[config.mk]
export PLATFORM = sky130hd
export DESIGN_NAME = tbd_accel_seq
export DESIGN_NICKNAME = d
export VERILOG_FILES = /design/src/rtl/user_pkg.sv /design/src/rtl/accel_job_fifo.sv /design/src/rtl/tbd_accel_seq.sv
export SDC_FILE = /design/constraint.sdc
export NUM_CORES = 1
export LEC_CHECK = 0
export CORE_ASPECT_RATIO = 1.25
export CORE_MARGIN = 2
export CORE_UTILIZATION = 30
export DETAILED_ROUTE_END_ITERATION = 7
export GPL_TIMING_DRIVEN = 0
export PLACE_DENSITY = 0.48
export SLEW_MARGIN = 20
export SYNTH_ARGS = -nofsm -noshare
export SYNTH_HDL_FRONTEND = slang
export SYNTH_SLANG_ARGS = --single-unit
[constraint.sdc]
create_clock -name clk_i -period 4.48 [get_ports clk_i]
set_input_delay 0.896 -clock clk_i [delete_from_list [all_inputs] [get_ports clk_i]]
set_output_delay 0.896 -clock clk_i [all_outputs]
set_load 0.005 [all_outputs]
[src/rtl/user_pkg.sv]
// ---------------------------------------------------------------------------
// user_pkg
// Shared types and defaults for the tbd_accel job sequencer.
//   accel_seq_state_e  : sequencer FSM encoding
//   AccelSeqFifoDepth  : default job queue depth
//   AccelSeqCntWidth   : default statistics counter width
// ---------------------------------------------------------------------------
package user_pkg;

  typedef enum logic [1:0] {
    SeqIdle  = 2'd0,
    SeqRun   = 2'd1,
    SeqDrain = 2'd2,
    SeqError = 2'd3
  } accel_seq_state_e;

  localparam int AccelSeqFifoDepth = 4;
  localparam int AccelSeqCntWidth  = 16;

endpackage

[src/rtl/accel_job_fifo.sv]
// ---------------------------------------------------------------------------
// accel_job_fifo
// Small job queue with fall-through head data.
// Ports:
//   clk, rst    : clock, synchronous active-high reset
//   flush       : empty the queue (overrides push/pop)
//   push, data  : write request and job word (ignored when full)
//   pop         : drop the head entry (ignored when empty)
//   full, empty : status flags
//   usage       : current occupancy
//   head        : oldest entry, valid while !empty
// ---------------------------------------------------------------------------
module accel_job_fifo #(
  parameter int Width = 32,
  parameter int Depth = 4
) (
  input  logic                     clk,
  input  logic                     rst,
  input  logic                     flush,
  input  logic                     push,
  input  logic [Width-1:0]         data,
  input  logic                     pop,
  output logic                     full,
  output logic                     empty,
  output logic [$clog2(Depth):0]   usage,
  output logic [Width-1:0]         head
);

  localparam int PtrW = $clog2(Depth);

  logic [Width-1:0] mem [Depth];
  logic [PtrW-1:0]  wr_ptr;
  logic [PtrW-1:0]  rd_ptr;
  logic [PtrW:0]    count;
  logic             push_ok;
  logic             pop_ok;

  assign full    = (count == (PtrW+1)'(Depth));
  assign empty   = (count == '0);
  assign usage   = count;
  assign head    = mem[rd_ptr];
  assign push_ok = push && !full;
  assign pop_ok  = pop && !empty;

  // Pointer, occupancy and storage update; Depth is a power of two so the
  // pointers wrap on their own.
  always_ff @(posedge clk) begin
    if (rst || flush) begin
      wr_ptr <= '0;
      rd_ptr <= '0;
      count  <= '0;
      if (rst) begin
        for (int i = 0; i < Depth; i++) begin
          mem[i] <= '0;
        end
      end
    end else begin
      if (push_ok) begin
        mem[wr_ptr] <= data;
        wr_ptr      <= wr_ptr + PtrW'(1);
      end
      if (pop_ok) begin
        rd_ptr <= rd_ptr + PtrW'(1);
      end
      case ({push_ok, pop_ok})
        2'b10:   count <= count + (PtrW+1)'(1);
        2'b01:   count <= count - (PtrW+1)'(1);
        default: count <= count;
      endcase
    end
  end

endmodule

[src/rtl/tbd_accel_seq.sv]
// ---------------------------------------------------------------------------
// tbd_accel_seq
// Launches one tbd_accel run per queued job base address, guards each run
// with a watchdog, keeps done/match statistics and pulses irq_o when the
// queue drains.
// Ports:
//   clk_i, rst_i              : clock, synchronous active-high reset
//   en_i                      : launch enable (current job always finishes)
//   clear_i                   : flush queue, zero counters/err/last_match
//   job_valid_i, job_addr_i   : job push; job_ready_o = queue not full
//   accel_base_o/start_o      : address and level start to tbd_accel
//   accel_done_i/match_i      : level done and match result from tbd_accel
//   busy_o, queue_lvl_o       : activity and queue occupancy
//   jobs_done_o, match_cnt_o  : saturating statistics
//   last_match_o, err_o       : last result, sticky timeout flag
//   irq_o                     : one-cycle queue-drained pulse
// ---------------------------------------------------------------------------
module tbd_accel_seq
  import user_pkg::*;
#(
  parameter int AddrWidth     = 32,
  parameter int FifoDepth     = AccelSeqFifoDepth,
  parameter int CntWidth      = AccelSeqCntWidth,
  parameter int TimeoutCycles = 4096
) (
  input  logic                       clk_i,
  input  logic                       rst_i,
  input  logic                       en_i,
  input  logic                       clear_i,
  input  logic                       job_valid_i,
  input  logic [AddrWidth-1:0]       job_addr_i,
  output logic                       job_ready_o,
  output logic [AddrWidth-1:0]       accel_base_o,
  output logic                       accel_start_o,
  input  logic                       accel_done_i,
  input  logic                       accel_match_i,
  output logic                       busy_o,
  output logic [$clog2(FifoDepth):0] queue_lvl_o,
  output logic [CntWidth-1:0]        jobs_done_o,
  output logic [CntWidth-1:0]        match_cnt_o,
  output logic                       last_match_o,
  output logic                       err_o,
  output logic                       irq_o
);

  localparam int LvlW   = $clog2(FifoDepth) + 1;
  localparam int TimerW = $clog2(TimeoutCycles);

  accel_seq_state_e     state;
  accel_seq_state_e     next_state;
  logic [TimerW-1:0]    timer;
  logic                 fifo_full;
  logic                 fifo_empty;
  logic [LvlW-1:0]      fifo_lvl;
  logic [AddrWidth-1:0] fifo_head;
  logic                 push;
  logic                 pop;
  logic                 pop_eff;
  logic                 launch;
  logic                 run_done;
  logic                 run_timeout;
  logic                 irq_next;

  // A push coinciding with clear is dropped.
  assign push = job_valid_i && !fifo_full && !clear_i;
  // Pop only really happens when the queue still holds the job (clear may
  // have flushed it while the job was running).
  assign pop_eff  = pop && !fifo_empty && !clear_i;
  assign irq_next = pop_eff && !push && (fifo_lvl == LvlW'(1));

  assign job_ready_o = !fifo_full;
  assign queue_lvl_o = fifo_lvl;
  assign busy_o      = (state != SeqIdle) || !fifo_empty;

  accel_job_fifo #(
    .Width (AddrWidth),
    .Depth (FifoDepth)
  ) u_fifo (
    .clk   (clk_i),
    .rst   (rst_i),
    .flush (clear_i),
    .push  (push),
    .data  (job_addr_i),
    .pop   (pop),
    .full  (fifo_full),
    .empty (fifo_empty),
    .usage (fifo_lvl),
    .head  (fifo_head)
  );

  // Next-state and per-cycle event decode.
  always_comb begin
    next_state  = state;
    launch      = 1'b0;
    pop         = 1'b0;
    run_done    = 1'b0;
    run_timeout = 1'b0;
    case (state)
      SeqIdle: begin
        if (en_i && !fifo_empty && !clear_i) begin
          next_state = SeqRun;
          launch     = 1'b1;
        end else begin
          next_state = SeqIdle;
        end
      end
      SeqRun: begin
        if (accel_done_i) begin
          run_done   = 1'b1;
          pop        = 1'b1;
          next_state = SeqDrain;
        end else if (timer == TimerW'(TimeoutCycles - 1)) begin
          run_timeout = 1'b1;
          pop         = 1'b1;
          next_state  = SeqError;
        end else begin
          next_state = SeqRun;
        end
      end
      SeqDrain: begin
        if (!accel_done_i) begin
          next_state = SeqIdle;
        end else begin
          next_state = SeqDrain;
        end
      end
      SeqError: begin
        if (clear_i) begin
          next_state = SeqIdle;
        end else begin
          next_state = SeqError;
        end
      end
      default: next_state = SeqIdle;
    endcase
  end

  // State, watchdog, accelerator interface and irq registers.
  always_ff @(posedge clk_i) begin
    if (rst_i) begin
      state         <= SeqIdle;
      timer         <= '0;
      accel_base_o  <= '0;
      accel_start_o <= 1'b0;
      irq_o         <= 1'b0;
    end else begin
      state         <= next_state;
      accel_start_o <= (next_state == SeqRun);
      irq_o         <= irq_next;
      if (launch) begin
        accel_base_o <= fifo_head;
      end
      if ((state == SeqRun) && (next_state == SeqRun)) begin
        timer <= timer + TimerW'(1);
      end else begin
        timer <= '0;
      end
    end
  end

  // Statistics; clear wins over a completion in the same cycle.
  always_ff @(posedge clk_i) begin
    if (rst_i || clear_i) begin
      jobs_done_o  <= '0;
      match_cnt_o  <= '0;
      last_match_o <= 1'b0;
      err_o        <= 1'b0;
    end else begin
      if ((run_done || run_timeout) && (jobs_done_o != {CntWidth{1'b1}})) begin
        jobs_done_o <= jobs_done_o + CntWidth'(1);
      end
      if (run_done && accel_match_i && (match_cnt_o != {CntWidth{1'b1}})) begin
        match_cnt_o <= match_cnt_o + CntWidth'(1);
      end
      if (run_done) begin
        last_match_o <= accel_match_i;
      end
      if (run_timeout) begin
        err_o <= 1'b1;
      end
    end
  end

endmodule

* Word level (Yosys, flattened, before mapping)
Memory sizes are Yosys's and may differ from the RTL's. A register that Yosys moved wholly into a read port is not among the register bits. Index checks and enable logic that the tools add are counted.
Word-level totals: memory bits (read-only) 0, bits in latches 0, bits in writable memories 128, bits of input ports 39, memories 1, output and inout port bits 73, bits in registers 57
Memories:
- u_fifo.mem | depth 4, bits a word 32, rd ports 1, clocked after memory_dff 1, write ports 4, line accel_job_fifo.sv:31 | logic [Width-1:0] mem [Depth];
Operators by class: add/sub/neg operators 7, shifts and indexed selects 0, equality and inequality tests 11, bitwise gates (word level) 1, div/mod/pow operators 0, reduce and logical (&&, ||, !) cells 26, muxes and demuxes 25, $lt $le $gt $ge 0, multiply operators 0
Operator list (count):
- adder 16 x 1 -> 16 bit (second input constant) | 2
- two-way mux 32 bit | 1
- != test 16 bit (second input constant) | 2
- OR reduction 32 bit | 1
- two-way mux 1 bit | 17
- logical AND 1 bit | 13
- adder 12 x 1 -> 12 bit (second input constant) | 1
- == test 12 bit (second input constant) | 1
- two-way mux 2 bit | 5
- case mux 2 bit (4 select lines) | 1
- == test 2 x 1 -> 1 bit (second input constant) | 3
- == test 2 bit (second input constant) | 3
- case mux 3 bit (2 select lines) | 1
- adder 2 x 1 -> 2 bit (second input constant) | 2
- logical NOT 1 bit | 4
- nonzero test 2 bit | 2
- adder 3 x 1 -> 3 bit (second input constant) | 1
- == test 3 x 1 -> 1 bit (second input constant) | 1
- == test 3 bit (second input constant) | 1
- logical NOT 3 bit | 1
- logical OR 1 bit | 3
- subtractor 3 x 1 -> 3 bit (second input constant) | 1
- logical NOT 2 bit | 1
- OR reduction 2 bit | 1
- NOT 1 bit | 1

* Longest topological paths before layout
depth in word-level cells 10, depth in mapped cells 10, gate-level depth less buffers 9

* By module
A second synthesis with hierarchy kept.
Second synthesis, totals: cells, all modules 764, area total of the unflattened synthesis 9431.5 um2
By module, submodules not included:
- accel_job_fifo | times used 1, cells each 363, area an instance 5989.5 um2
- tbd_accel_seq | times used 1, cells each 401, area an instance 3442.1 um2

* Worst setup path after synthesis
No wires, ideal clock.
kind input to register, start in clear_i, end mem u_fifo.mem[2][0] (enable), path slack 1.130 ns, buffers on the path 1, stages 4, data arrival time 2.922 ns, setup time 0.428 ns, path through and3b_1 clkbuf_1 inv_1 o21bai_1
RTL lines:
- start, declared | line tbd_accel_seq.sv:29 | input logic clear_i,
- end, declared | line accel_job_fifo.sv:31

==> results.tsv <==
metric	value	unit
status	finished, final reports clean	
Residual DRC	0	
synth top area cells	edfxtp_1 (41%), dfxtp_1 (19%), and2_1 (8.8%), mux4_2 (7.7%), nand2_1 (3.6%)	
CP endpoint kind	flip-flop	
post-CTS sizing	0	
Vert. Die Dim	201	um
final worst slack	787	ps
leakage	3.92	nW
initial DRC count	263	
cell family with most CP delay	simple AND/OR/NAND/NOR gates	
Mapped Area	9300	um^2
Cell Rows	72	
Layout Nets	963	
dpl ws	267	ps
DR vias	6158	
Setup Viol. Count Final	0	
Synth Register Bits	217	
Clock Latency Late Sink	520	ps
routed metal-1 wirelength	10.1	mm
Worst Hold Margin	451	ps
1st-pass router iterations	4	
highest metal used	met5	
routed wl met2	11.8	mm
CP bufs+invs	2	
gr usage total	0.143	
clock buffer count from CTS	24	
min Tclk post-route	3690	ps
post-CTS setup buffer count	0	
Critical Path RT	4610	ps
Tcrit/Tclk final	0.824	
post-route ant nets	0	
H-tree levels	1	
CTS Buffer Depth	3	
commonest cells after routing, fill and taps aside	and2_1 (131), edfxtp_1 (128), clkdlybuf4s50_1 (109)	
worst-path cell chain	clkdlybuf4s50_1 -> and3b_1 -> clkbuf_1 -> nand2b_1 -> nor3b_1 -> or2_2	
Cells after Synth	780	
routed vias/inst	4.59	
first-pass GRT wire length	36.3	mm
post-synth top area cell	edfxtp_1	
fin. max-slew vios	0	
total negative slack	0	ps
Post-Place Cells	1297	
VDD IR max	0.220	mV
clock sink count	217	
wirelength, routed	23.2	mm
critical path data arrival time	3820	ps
Port-buffer cells	109	
CTS root buf	clkbuf_16	
power per cell area	371	nW/um^2
Die Width	162	um
antenna violations before repair	2	
Least-Margin Pin Slew	998	ps
Final Util	0.382	
Area growth syn-to-layout	26.2	%
Final Wtd Congestion	0.738	
unrepaired setup endpoints after global routing	false	
layout cells sized above 1	0.0846	
CP max FO	32	
DR WL/cell	17.3	um
total grt overflow	0	
skew final	17.2	ps
num ports	112	
commonest non-fill, non-tap cell in the layout	and2_1	
WS Path Type	in -> reg	
initial core utilization	0.303	
fmax	271	MHz
MaxCap Viol Count	0	
largest net degree at the start of global routing	33	
Worst-path clk slew	60	ps
Core ar.	30700	um^2
Mean Syn Cell Area	11.9	um^2
Mapped Nets	827	
Die ar.	32400	um^2
cts hold-fix bufs	0	
Critical Path Start Type	input pin	
total of warnings raised by yosys	0	
Unique masters post-synth	42	
vias in the first global route	6323	
max incr delay on CP	910	ps
Seq/Total Area, Yosys	0.605	
CTS tree	yes	
CP max stage cell	or2_2	
Hold Violations, Final	0	
Hold Path Class	reg -> reg	
Non-Filler Instances	1342	
max_slew headroom	0.335	
met3 WL post-DR	1.03	mm
Post-DP HPWL	15.6	mm
share of the synthesized area in the top cell type	0.413	
-- worst min-delay path: stages, from the launching register on --
cell	delay, ps
dfxtp_1	300
nand2_1	50
a21oi_1	50
-- cell usage after synthesis --
| library cell | n |
|---|---|
| a211oi_1 | 2 |
| a21oi_1 | 45 |
| a311oi_1 | 1 |
| a31o_2 | 2 |
| a31oi_1 | 2 |
| a41o_1 | 1 |
| a41oi_1 | 1 |
| and2_1 | 131 |
| and3_1 | 4 |
| and3b_1 | 1 |
| and4_1 | 5 |
| and4b_1 | 1 |
| buf_1 | 2 |
| buf_2 | 3 |
| buf_4 | 1 |
| clkbuf_1 | 40 |
| dfxtp_1 | 89 |
| edfxtp_1 | 128 |
| ha_1 | 8 |
| inv_1 | 7 |
| mux2i_1 | 4 |
| mux4_2 | 32 |
| nand2_1 | 88 |
| nand2b_1 | 4 |
| nand3_1 | 17 |
| nand4_1 | 14 |
| nand4b_1 | 2 |
| nor2_1 | 53 |
| nor2b_1 | 3 |
| nor3_1 | 9 |
| nor3b_1 | 3 |
| nor4_1 | 11 |
| o2111ai_1 | 1 |
| o211ai_1 | 1 |
| o21ai_0 | 9 |
| o21bai_1 | 1 |
| o31ai_1 | 2 |
| or2_2 | 4 |
| or3_1 | 7 |
| or4_1 | 4 |
| xnor2_1 | 20 |
| xor2_1 | 17 |
-- worst paths after layout --
kind / endpoint / cells after the start / start / slack, ps
max: u_fifo.mem[1][11] / 6 / clear_i / 790
min: accel_base_o[8] / 2 / accel_base_o[8] / 450
max reg2reg: u_fifo.mem[1][11] / 8 / u_fifo.usage[0] / 920
min reg2reg: accel_base_o[8] / 2 / accel_base_o[8] / 450
-- final cells by class --
cell class	instances	area (um^2)
fillers	3019	19000
flip-flops and latches	217	5630
multi-input cells	510	3490
repair buffers	110	1120
clock buffers	31	648
well taps	407	509
plain buffers	46	180
clock inverters	13	139
inverters	7	26.3
diodes	1	2.50
-- state kept, by name, summed over array words and instances (netlist names), 2 cells and up --
signal	count
u_fifo.mem	128
u_fifo.wr_ptr	2
u_fifo.rd_ptr	2
match_cnt_o	16
u_fifo.usage	3
timer	12
state	2
jobs_done_o	16
accel_base_o	32
-- metal layers --
| layer | global-route usage | vias to the layer above |
|---|---|---|
| met3 | 0.0242 | 31 |
| met2 | 0.261 | 125 |
| met5 | 0 | - |
| li1 | - | 3040 |
| met4 | 0.0325 | 2 |
| met1 | 0.177 | 2960 |
-- power breakdown --
group / switching [mW] / internal (mW)
combinational: 0.105 / 0.0810
clock: 0.799 / 1.19
sequential: 0.0158 / 2.17
total: 0.919 / 3.44
-- cell families after synthesis --
kind of cell,synth area share
AOI/OAI and AO/OA,0.0410
xor gates and xnor gates,0.0348
adders and majority gates,0.0108
buffers and inverters,0.0222
DFF,0.605
muxes,0.0818
and+or+nand+nor,0.205
-- stage by stage --
stage                     area [um^2]  total power, mW
final                           11700             4.36
after global routing            11700             4.50
after floorplan                  9300             2.31
after global placement          10900             2.41
after detailed placement        10900             2.42
after CTS                       11700             4.41
Power figures use the tool's default switching activity.
